--- config.mk ---
export PLATFORM = sky130hd
export DESIGN_NAME = echo_request_driver
export DESIGN_NICKNAME = d
export VERILOG_FILES = /design/src/rtl/echo_pkg.sv /design/src/rtl/echo_expect_fifo.sv /design/src/rtl/echo_request_driver.sv
export SDC_FILE = /design/constraint.sdc
export NUM_CORES = 1
export LEC_CHECK = 0
export CELL_PAD_IN_SITES_DETAIL_PLACEMENT = 0
export CELL_PAD_IN_SITES_GLOBAL_PLACEMENT = 1
export CORE_ASPECT_RATIO = 0.7
export CORE_MARGIN = 5
export CORE_UTILIZATION = 32
export DETAILED_ROUTE_END_ITERATION = 8
export PLACE_DENSITY = 0.83
export SLEW_MARGIN = 30
export SYNTH_ARGS = -nofsm -noshare
export SYNTH_HDL_FRONTEND = slang
export SYNTH_SLANG_ARGS = --single-unit
--- constraint.sdc ---
create_clock -name CLK -period 2.9 [get_ports CLK]
set_input_delay 0.58 -clock CLK [delete_from_list [all_inputs] [get_ports CLK]]
set_output_delay 0.58 -clock CLK [all_outputs]
set_load 0.01 [all_outputs]
--- src/rtl/echo_pkg.sv ---
// Shared constants and state encoding for the echo request/indication path.
package echo_pkg;

    localparam int ECHO_WIDTH = 32;
    localparam int ECHO_SEED  = 22;

    typedef enum logic [1:0] {
        IDLE  = 2'd0,
        RUN   = 2'd1,
        DRAIN = 2'd2,
        DONE  = 2'd3
    } drv_state_t;

endpackage

--- src/rtl/echo_expect_fifo.sv ---
// Ring buffer of expected echo values; supports push and pop in the same cycle,
// including when full, because the head is read before the slot is overwritten.
module echo_expect_fifo
    import echo_pkg::*;
#(
    parameter int WIDTH = ECHO_WIDTH,
    parameter int DEPTH = 4
) (
    input  logic                     clk,
    input  logic                     rst_n,
    input  logic                     i_push,
    input  logic [WIDTH-1:0]         i_push_data,
    input  logic                     i_pop,
    output logic [WIDTH-1:0]         o_head,
    output logic [$clog2(DEPTH):0]   o_count
);

    localparam int AW = $clog2(DEPTH);

    logic [WIDTH-1:0] r_mem [DEPTH];
    logic [AW-1:0]    r_wr_ptr;
    logic [AW-1:0]    r_rd_ptr;
    logic [AW:0]      r_count;

    always_ff @(posedge clk or negedge rst_n) begin
        if (!rst_n) begin
            r_wr_ptr <= '0;
            r_rd_ptr <= '0;
            r_count  <= '0;
        end else begin
            if (i_push) r_wr_ptr <= r_wr_ptr + 1'b1;
            if (i_pop)  r_rd_ptr <= r_rd_ptr + 1'b1;
            case ({i_push, i_pop})
                2'b10:   r_count <= r_count + 1'b1;
                2'b01:   r_count <= r_count - 1'b1;
                default: r_count <= r_count;
            endcase
        end
    end

    // Payload storage needs no reset; only the pointers define validity.
    always_ff @(posedge clk) begin
        if (i_push) r_mem[r_wr_ptr] <= i_push_data;
    end

    assign o_head  = r_mem[r_rd_ptr];
    assign o_count = r_count;

endmodule

--- src/rtl/echo_request_driver.sv ---
// Echo initiator: issues SEED+k requests, checks returning indications, reports completion.
// Optional feature macro: ECHO_REQUEST_DRIVER_CHECK_EN (expected FIFO and comparison).
module echo_request_driver
    import echo_pkg::*;
#(
    parameter int WIDTH = ECHO_WIDTH,
    parameter int DEPTH = 4,
    parameter int SEED  = ECHO_SEED
) (
    input  logic             CLK,
    input  logic             nRST,
    input  logic             start,
    input  logic [15:0]      num_req,
    output logic             req_ENA,
    input  logic             req_RDY,
    output logic [WIDTH-1:0] req_v,
    input  logic             ind_ENA,
    output logic             ind_RDY,
    input  logic [WIDTH-1:0] ind_v,
    output logic             busy,
    output logic             done,
    output logic             stop_main_program,
    output logic             error,
    output logic [15:0]      err_count,
    output logic [WIDTH-1:0] mismatch_got
);

    localparam int CW = $clog2(DEPTH) + 1;

    drv_state_t       r_state;
    drv_state_t       w_next_state;
    logic [15:0]      r_num_req;
    logic [15:0]      r_issued;
    logic             r_stop;
    logic [CW-1:0]    w_outstanding;
    logic             w_start_acc;
    logic             w_busy;
    logic             w_req_ena;
    logic             w_ind_rdy;
    logic             w_req_fire;
    logic             w_ind_fire;
    logic             w_last_req;
    logic [WIDTH-1:0] w_req_value;

    assign w_start_acc = start && ((r_state == IDLE) || (r_state == DONE));
    assign w_busy      = (r_state == RUN) || (r_state == DRAIN);
    // Built only from registered state so it never depends on req_RDY.
    assign w_req_ena   = (r_state == RUN) && (r_issued < r_num_req)
                         && (w_outstanding < CW'(DEPTH));
    assign w_ind_rdy   = w_busy && (w_outstanding != '0);
    assign w_req_fire  = w_req_ena && req_RDY;
    assign w_ind_fire  = ind_ENA && w_ind_rdy;
    assign w_last_req  = w_req_fire && ((r_issued + 16'd1) == r_num_req);
    assign w_req_value = WIDTH'(SEED) + WIDTH'(r_issued);

    always_comb begin
        w_next_state = r_state;
        case (r_state)
            IDLE, DONE: begin
                if (start) w_next_state = (num_req == 16'd0) ? DONE : RUN;
            end
            RUN: begin
                if (w_last_req) w_next_state = DRAIN;
            end
            DRAIN: begin
                if ((w_outstanding == '0) || (w_ind_fire && (w_outstanding == CW'(1))))
                    w_next_state = DONE;
            end
            default: w_next_state = IDLE;
        endcase
    end

    always_ff @(posedge CLK or negedge nRST) begin
        if (!nRST) begin
            r_state   <= IDLE;
            r_num_req <= '0;
            r_issued  <= '0;
            r_stop    <= 1'b0;
        end else begin
            r_state <= w_next_state;
            r_stop  <= (w_next_state == DONE) && ((r_state != DONE) || w_start_acc);
            if (w_start_acc) begin
                r_num_req <= num_req;
                r_issued  <= '0;
            end else if (w_req_fire) begin
                r_issued  <= r_issued + 16'd1;
            end
        end
    end

`ifdef ECHO_REQUEST_DRIVER_CHECK_EN
    logic [WIDTH-1:0] w_head;
    logic             w_mismatch;
    logic             r_error;
    logic [15:0]      r_err_count;
    logic [WIDTH-1:0] r_mismatch_got;

    echo_expect_fifo #(
        .WIDTH (WIDTH),
        .DEPTH (DEPTH)
    ) u_expect_fifo (
        .clk         (CLK),
        .rst_n       (nRST),
        .i_push      (w_req_fire),
        .i_push_data (w_req_value),
        .i_pop       (w_ind_fire),
        .o_head      (w_head),
        .o_count     (w_outstanding)
    );

    assign w_mismatch = w_ind_fire && (w_head != ind_v);

    // Only the first mismatching payload of a run is captured.
    always_ff @(posedge CLK or negedge nRST) begin
        if (!nRST) begin
            r_error        <= 1'b0;
            r_err_count    <= '0;
            r_mismatch_got <= '0;
        end else if (w_start_acc) begin
            r_error        <= 1'b0;
            r_err_count    <= '0;
            r_mismatch_got <= '0;
        end else if (w_mismatch) begin
            r_error <= 1'b1;
            if (r_err_count != 16'hFFFF) r_err_count <= r_err_count + 16'd1;
            if (!r_error) r_mismatch_got <= ind_v;
        end
    end

    assign error        = r_error;
    assign err_count    = r_err_count;
    assign mismatch_got = r_mismatch_got;
`else
    logic [CW-1:0] r_occ;
    logic          w_unused_ind;

    always_ff @(posedge CLK or negedge nRST) begin
        if (!nRST) begin
            r_occ <= '0;
        end else begin
            case ({w_req_fire, w_ind_fire})
                2'b10:   r_occ <= r_occ + 1'b1;
                2'b01:   r_occ <= r_occ - 1'b1;
                default: r_occ <= r_occ;
            endcase
        end
    end

    assign w_outstanding = r_occ;
    assign w_unused_ind  = ^ind_v;
    assign error         = 1'b0;
    assign err_count     = '0;
    assign mismatch_got  = '0;
`endif

    assign req_ENA           = w_req_ena;
    assign req_v             = w_req_ena ? w_req_value : '0;
    assign ind_RDY           = w_ind_rdy;
    assign busy              = w_busy;
    assign done              = (r_state == DONE);
    assign stop_main_program = r_stop;

endmodule
Word level (Yosys, flattened, before mapping)
Index checks and enable logic that the tools add are counted.
{"block": "classes", "add_sub_neg": 4, "magnitude_cmp": 2, "eq_ne": 9, "muxes": 9, "n_reduce_logical": 20}
{"cell": "2-to-1 mux 16 bit", "count": 2}
{"cell": "adder 5 x 16 -> 17 bit (first input constant)", "count": 1}
{"cell": "2-to-1 mux 17 bit", "count": 1}
{"cell": "adder 16 x 1 -> 16 bit (second input constant)", "count": 1}
{"cell": "== test 16 bit", "count": 1}
{"cell": "zero test 16 bit", "count": 1}
{"cell": "less-than comparator 16 bit", "count": 1}
{"cell": "logical AND 1 bit", "count": 9}
{"cell": "== test 2 bit (second input constant)", "count": 4}
{"cell": "2-to-1 mux 2 bit", "count": 4}
{"cell": "one-hot mux 2 bit (3 select lines)", "count": 1}
{"cell": "one-hot mux 3 bit (2 select lines)", "count": 1}
{"cell": "== test 2 x 1 -> 1 bit (second input constant)", "count": 2}
{"cell": "logical OR 1 bit", "count": 4}
{"cell": "nonzero test 2 bit", "count": 2}
{"cell": "adder 3 x 1 -> 3 bit (second input constant)", "count": 1}
{"cell": "== test 3 x 1 -> 1 bit (second input constant)", "count": 1}
{"cell": "zero test 3 bit", "count": 1}
{"cell": "less-than comparator 3 bit (second input constant)", "count": 1}
{"cell": "nonzero test 3 bit", "count": 1}
{"cell": "subtractor 3 x 1 -> 3 bit (second input constant)", "count": 1}
{"cell": "zero test 2 bit", "count": 1}
{"cell": "inequality test 2 bit (second input constant)", "count": 1}
{"cell": "OR reduction 2 bit", "count": 1}
{"block": "totals", "regBits": 38, "input_bits": 53, "output_inout_bits": 86, "word_cells": 49}

Longest topological paths before layout
{"block": "logic_depth", "word_depth": 10, "depth_mapped": 11, "depth_no_buf": 10}

Least setup slack after synthesis
OpenSTA, ideal clock, no wires.
{"block": "synth_timing", "kind": "register -> output", "from": "register r_num_req[13]", "to": "output port req_v[10]", "arrival_time_ps": 1910, "t_required_ps": 2320, "path_slack_ps": 410, "stages_incl_launch_ff": 9, "cell_sequence": "dfrtp_1 inv_1 ha_1 a21oi_1 o21ai_0 nor4b_1 nand3_2 clkbuf_1 nor2_1"}
{"block": "synth_via", "elab_chain_len": 4}
{"element": "start, declared", "line": "echo_request_driver.sv:32", "rtl": "logic [15:0] r_num_req;"}
{"element": "start signal, assigned", "line": "echo_request_driver.sv:83", "rtl": "r_num_req <= num_req;"}
{"element": "less-than comparator 16 bit", "line": "echo_request_driver.sv:48", "rtl": "assign w_req_ena = (r_state == RUN) && (r_issued < r_num_req)"}
{"element": "logical AND 1 bit", "line": "echo_request_driver.sv:48"}
{"element": "logical AND 1 bit", "line": "echo_request_driver.sv:49", "rtl": "&& (w_outstanding < CW'(DEPTH));"}
{"element": "2-to-1 mux 17 bit", "line": "echo_request_driver.sv:157", "rtl": "assign req_v = w_req_ena ? w_req_value : '0;"}
{"element": "end, declared", "line": "echo_request_driver.sv:16", "rtl": "output logic [WIDTH-1:0] req_v,"}
Every way passes these cells.

Worst setup path after layout
{"block": "layout_timing", "from": "register r_num_req[3]", "to": "output port req_v[13]"}
The elaborated chain is that of the path after synthesis.

==> run_results.csv <==
group,metric,value,unit
floorplanning,num_io_pins,139,
placed_design,placed_area,0.00416,mm^2
clock_network,cts_sinks,38,
cells_and_area,area_growth,26.2,%
floorplanning,fp.dieH,98.2,um
sta,tightest_slew,720,ps
global_routing,grt-ovfl-total,0,
floorplanning,die_x,136,um
sta,finalHoldViolations,0,
clock_network,htreeDepth,2,
pwr,vdd_drop_max,0.313,mV
placed_design,io_buffers,42,
pwr,p_per_area,698,mW/mm^2
placed_design,dp_hpwl,7.25,mm
sta,fmax,355,MHz
cells_and_area,fin_util,0.410,
sta,rsz0062_at_grt,"true",
worst_setup_path,worstSetupPathType,"register to output port",
cells_and_area,fin_nets,606,
synthesis,synth_top_cell_by_area,"dfrtp_1",
sta,fin_hold_ws,504,ps
floorplanning,die-area,0.0133,mm^2
route,vias_per_cell,4.49,
pwr,p_leak,2.03,nW
synthesis,avgSynthCellArea,8.02,um^2
global_routing,antenna_found_initial,0,
pwr,power.total,0.00313,W
sta,layout_min_cycle_time,2820,ps
placed_design,place.gp.congestion,0.812,
synthesis,async_reset_ff_frac,1.00,
floorplanning,core_area,0.0109,mm^2
synthesis,netlist_area,0.00355,mm^2
clock_network,cts.path.max_buffers,2,
sta,finalCritPeriodShare,0.972,
cells_and_area,final_area,0.00448,mm^2
worst_setup_path,cpMaxStageDelayCell,"dfrtp_1",
clock_network,path_clk_slew,60,ps
synthesis,yosysWarnings,0,
global_routing,grt_max_degree,49,
worst_setup_path,crit_chain,"inv_1 -> ha_1 -> a21o_1 -> a21oi_1 -> a211o_1 -> nand3_4 -> buf_6 -> buf_8 -> nor2_2 -> buf_2",
clock_network,hold_buffers,0,
route,ant_nets,0,
floorplanning,row_count,32,
worst_setup_path,crit_fanout,5,
route,dr_total_vias,3053,
cells_and_area,fillers,1132,
clock_network,cts_root_buf,"clkbuf_16",
flow_run,maxCapViolations,0,
global_routing,grt_pass1_vias,2957,
synthesis,synth.distinct_cells,48,
synthesis,yosysSeqAreaShare,0.268,
clock_network,cts_inserted_buffers,5,
cells_and_area,drive_above_1_share,0.205,
worst_setup_path,cpPeakStageDelay,350,ps
synthesis,yosys_most_used_dff,"dfrtp_1",
route,wl,9.36,mm
synthesis,postSynthCellCount,443,
clock_network,cts_tree,"done",
worst_setup_path,worstPathRequired,2320,ps
route,drt_iter0_markers,181,
sta,fin_worst_skew,5.21,ps
status,status,"finished clean",
sta,drv_slew,0,
synthesis,synth_edf_count,0,
floorplanning,initial_core_util,0.325,
worst_setup_path,arrival,2240,ps
worst_setup_path,critPathLaunchType,"register",
synthesis,ys_ff_latch,38,
route,drc,0,
synthesis,synth_area_leaders,"dfrtp_1, buf_4, ha_1",
clock_network,clock_latency,290,ps
cells_and_area,final_cell_mix,"conb_1, buf_4, nand2_1",
route,post_drt_wl_per_cell,13.8,um
worst_setup_path,end_kind,"output port",
cells_and_area,n_antenna_cell,0,
cells_and_area,layout_commonest_cell,"conb_1",
global_routing,grt_usage,0.137,
route,drt-pass1-iter-count,4,
synthesis,yosys.area.top_type_share,0.268,
global_routing,grt_pass1_wl,14.8,mm
sta,setup-violations-final,0,
sta,relSlewSlack,0.516,
min_path,hold_class,"register to register",
-- layer usage --
layer,GRT usage,vias to the layer above,share of wire
li1,-,1533,-
met1,0.192,1454,0.47
met2,0.217,62,0.47
met3,0.0366,4,0.056
met4,0.0232,0,0.0041
met5,0,-,0
-- logic make-up (layout without fill, tap and decap cells) --
| logic type | count (synthesis) | after routing | share of synthesized area |
|---|---|---|---|
| flip-flops | 38 | 38 | 0.268 |
| XOR/XNOR | 42 | 42 | 0.104 |
| adder cells (fa/ha/maj) | 27 | 27 | 0.0951 |
| buffers and inverters | 113 | 134 | 0.197 |
| AND/OR/NAND/NOR | 155 | 155 | 0.222 |
| AO/OA/AOI/OAI | 66 | 66 | 0.111 |
| other | 1 | 64 | 0.00106 |
| multiplexers | 1 | 1 | 0.00282 |
-- stage by stage --
stage | setup slack [ps] | std cells | setup TNS [ps]
2_1_floorplan | 410 | 506 | 0
3_3_place_gp | -120 | 664 | -1580
3_5_place_dp | -174 | 664 | -2310
4_1_cts | -5.62 | 677 | -14.0
5_1_grt | -61.2 | 680 | -189
6_report | 80.3 | 680 | 0
-- sequential cells by signal, summed over array words and instances (netlist names) --
name and flops:
stop_main_program 1, r_occ 3, r_issued 16, r_state 2
r_num_req 16
-- cells in the mapped netlist (all sizes together) (2+ instances only) --
library cell,count
a21o,3
a21oi,19
and2,2
buf,74
clkbuf,10
dfrtp,38
ha,27
inv,29
nand2,45
nand3,11
nand3b,2
nand4,12
nor2,41
nor2b,2
nor3,15
nor4,11
nor4b,2
o211ai,3
o21a,2
o21ai,30
o311a,2
or2,2
or3,5
xnor2,29
xor2,13
-- power by group --
part / total (W) / switching, W / leakage (nW) / internal [W]
Clock: 0.000560 / 0.000219 / 0.0739 / 0.000341
Combinational: 0.00175 / 0.000931 / 1.46 / 0.000821
Sequential: 0.000820 / 0.000122 / 0.492 / 0.000698
Total: 0.00313 / 0.00127 / 2.03 / 0.00186
-- critical path: cells and delay by family (launching register included) --
family                     cells  cell delay (ps)
AOI/OAI and AO/OA              3              590
DFF                            1              350
buffers and inverters          4              480
adders and majority gates      1              310
and+or+nand+nor                2              220
-- cell type report --
cell class / count / area, um^2 / share of cell area
inverters: 29 / 109 / 0.0243
well taps: 153 / 191 / 0.0427
repair buffers: 97 / 791 / 0.176
clock inverters: 1 / 5.00 / 0.00112
clock buffers: 7 / 143 / 0.0318
multi-input cells: 355 / 2290 / 0.512
flip-flops and latches: 38 / 951 / 0.212
-- path summary, 6_finish.rpt --
kind,start,to,slack (ps),depth (start not counted)
min in group asynchronous,nRST,r_num_req[0]$_DFFE_PN0P_,740,2
max in group asynchronous,nRST,r_num_req[1]$_DFFE_PN0P_,1810,2
hold / removal,r_num_req[0]$_DFFE_PN0P_,r_num_req[0]$_DFFE_PN0P_,500,2
hold reg to reg,r_num_req[0]$_DFFE_PN0P_,r_num_req[0]$_DFFE_PN0P_,500,2
setup reg to reg,r_issued[2]$_DFFE_PN0P_,stop_main_program$_DFF_PN0_,180,10
setup / recovery,r_num_req[3]$_DFFE_PN0P_,req_v[13],80,10
-- repair_timing --
| action | 4_1_cts | 5_1_grt |
|---|---|---|
| pin swaps | 3 | 5 |
| buffers inserted | 5 | 4 |
| endpoints found under the hold margin | 0 | 0 |
| resized for setup | 57 | 43 |
| setup endpoints to repair | 18 | 19 |
Power figures use the tool's default switching activity.
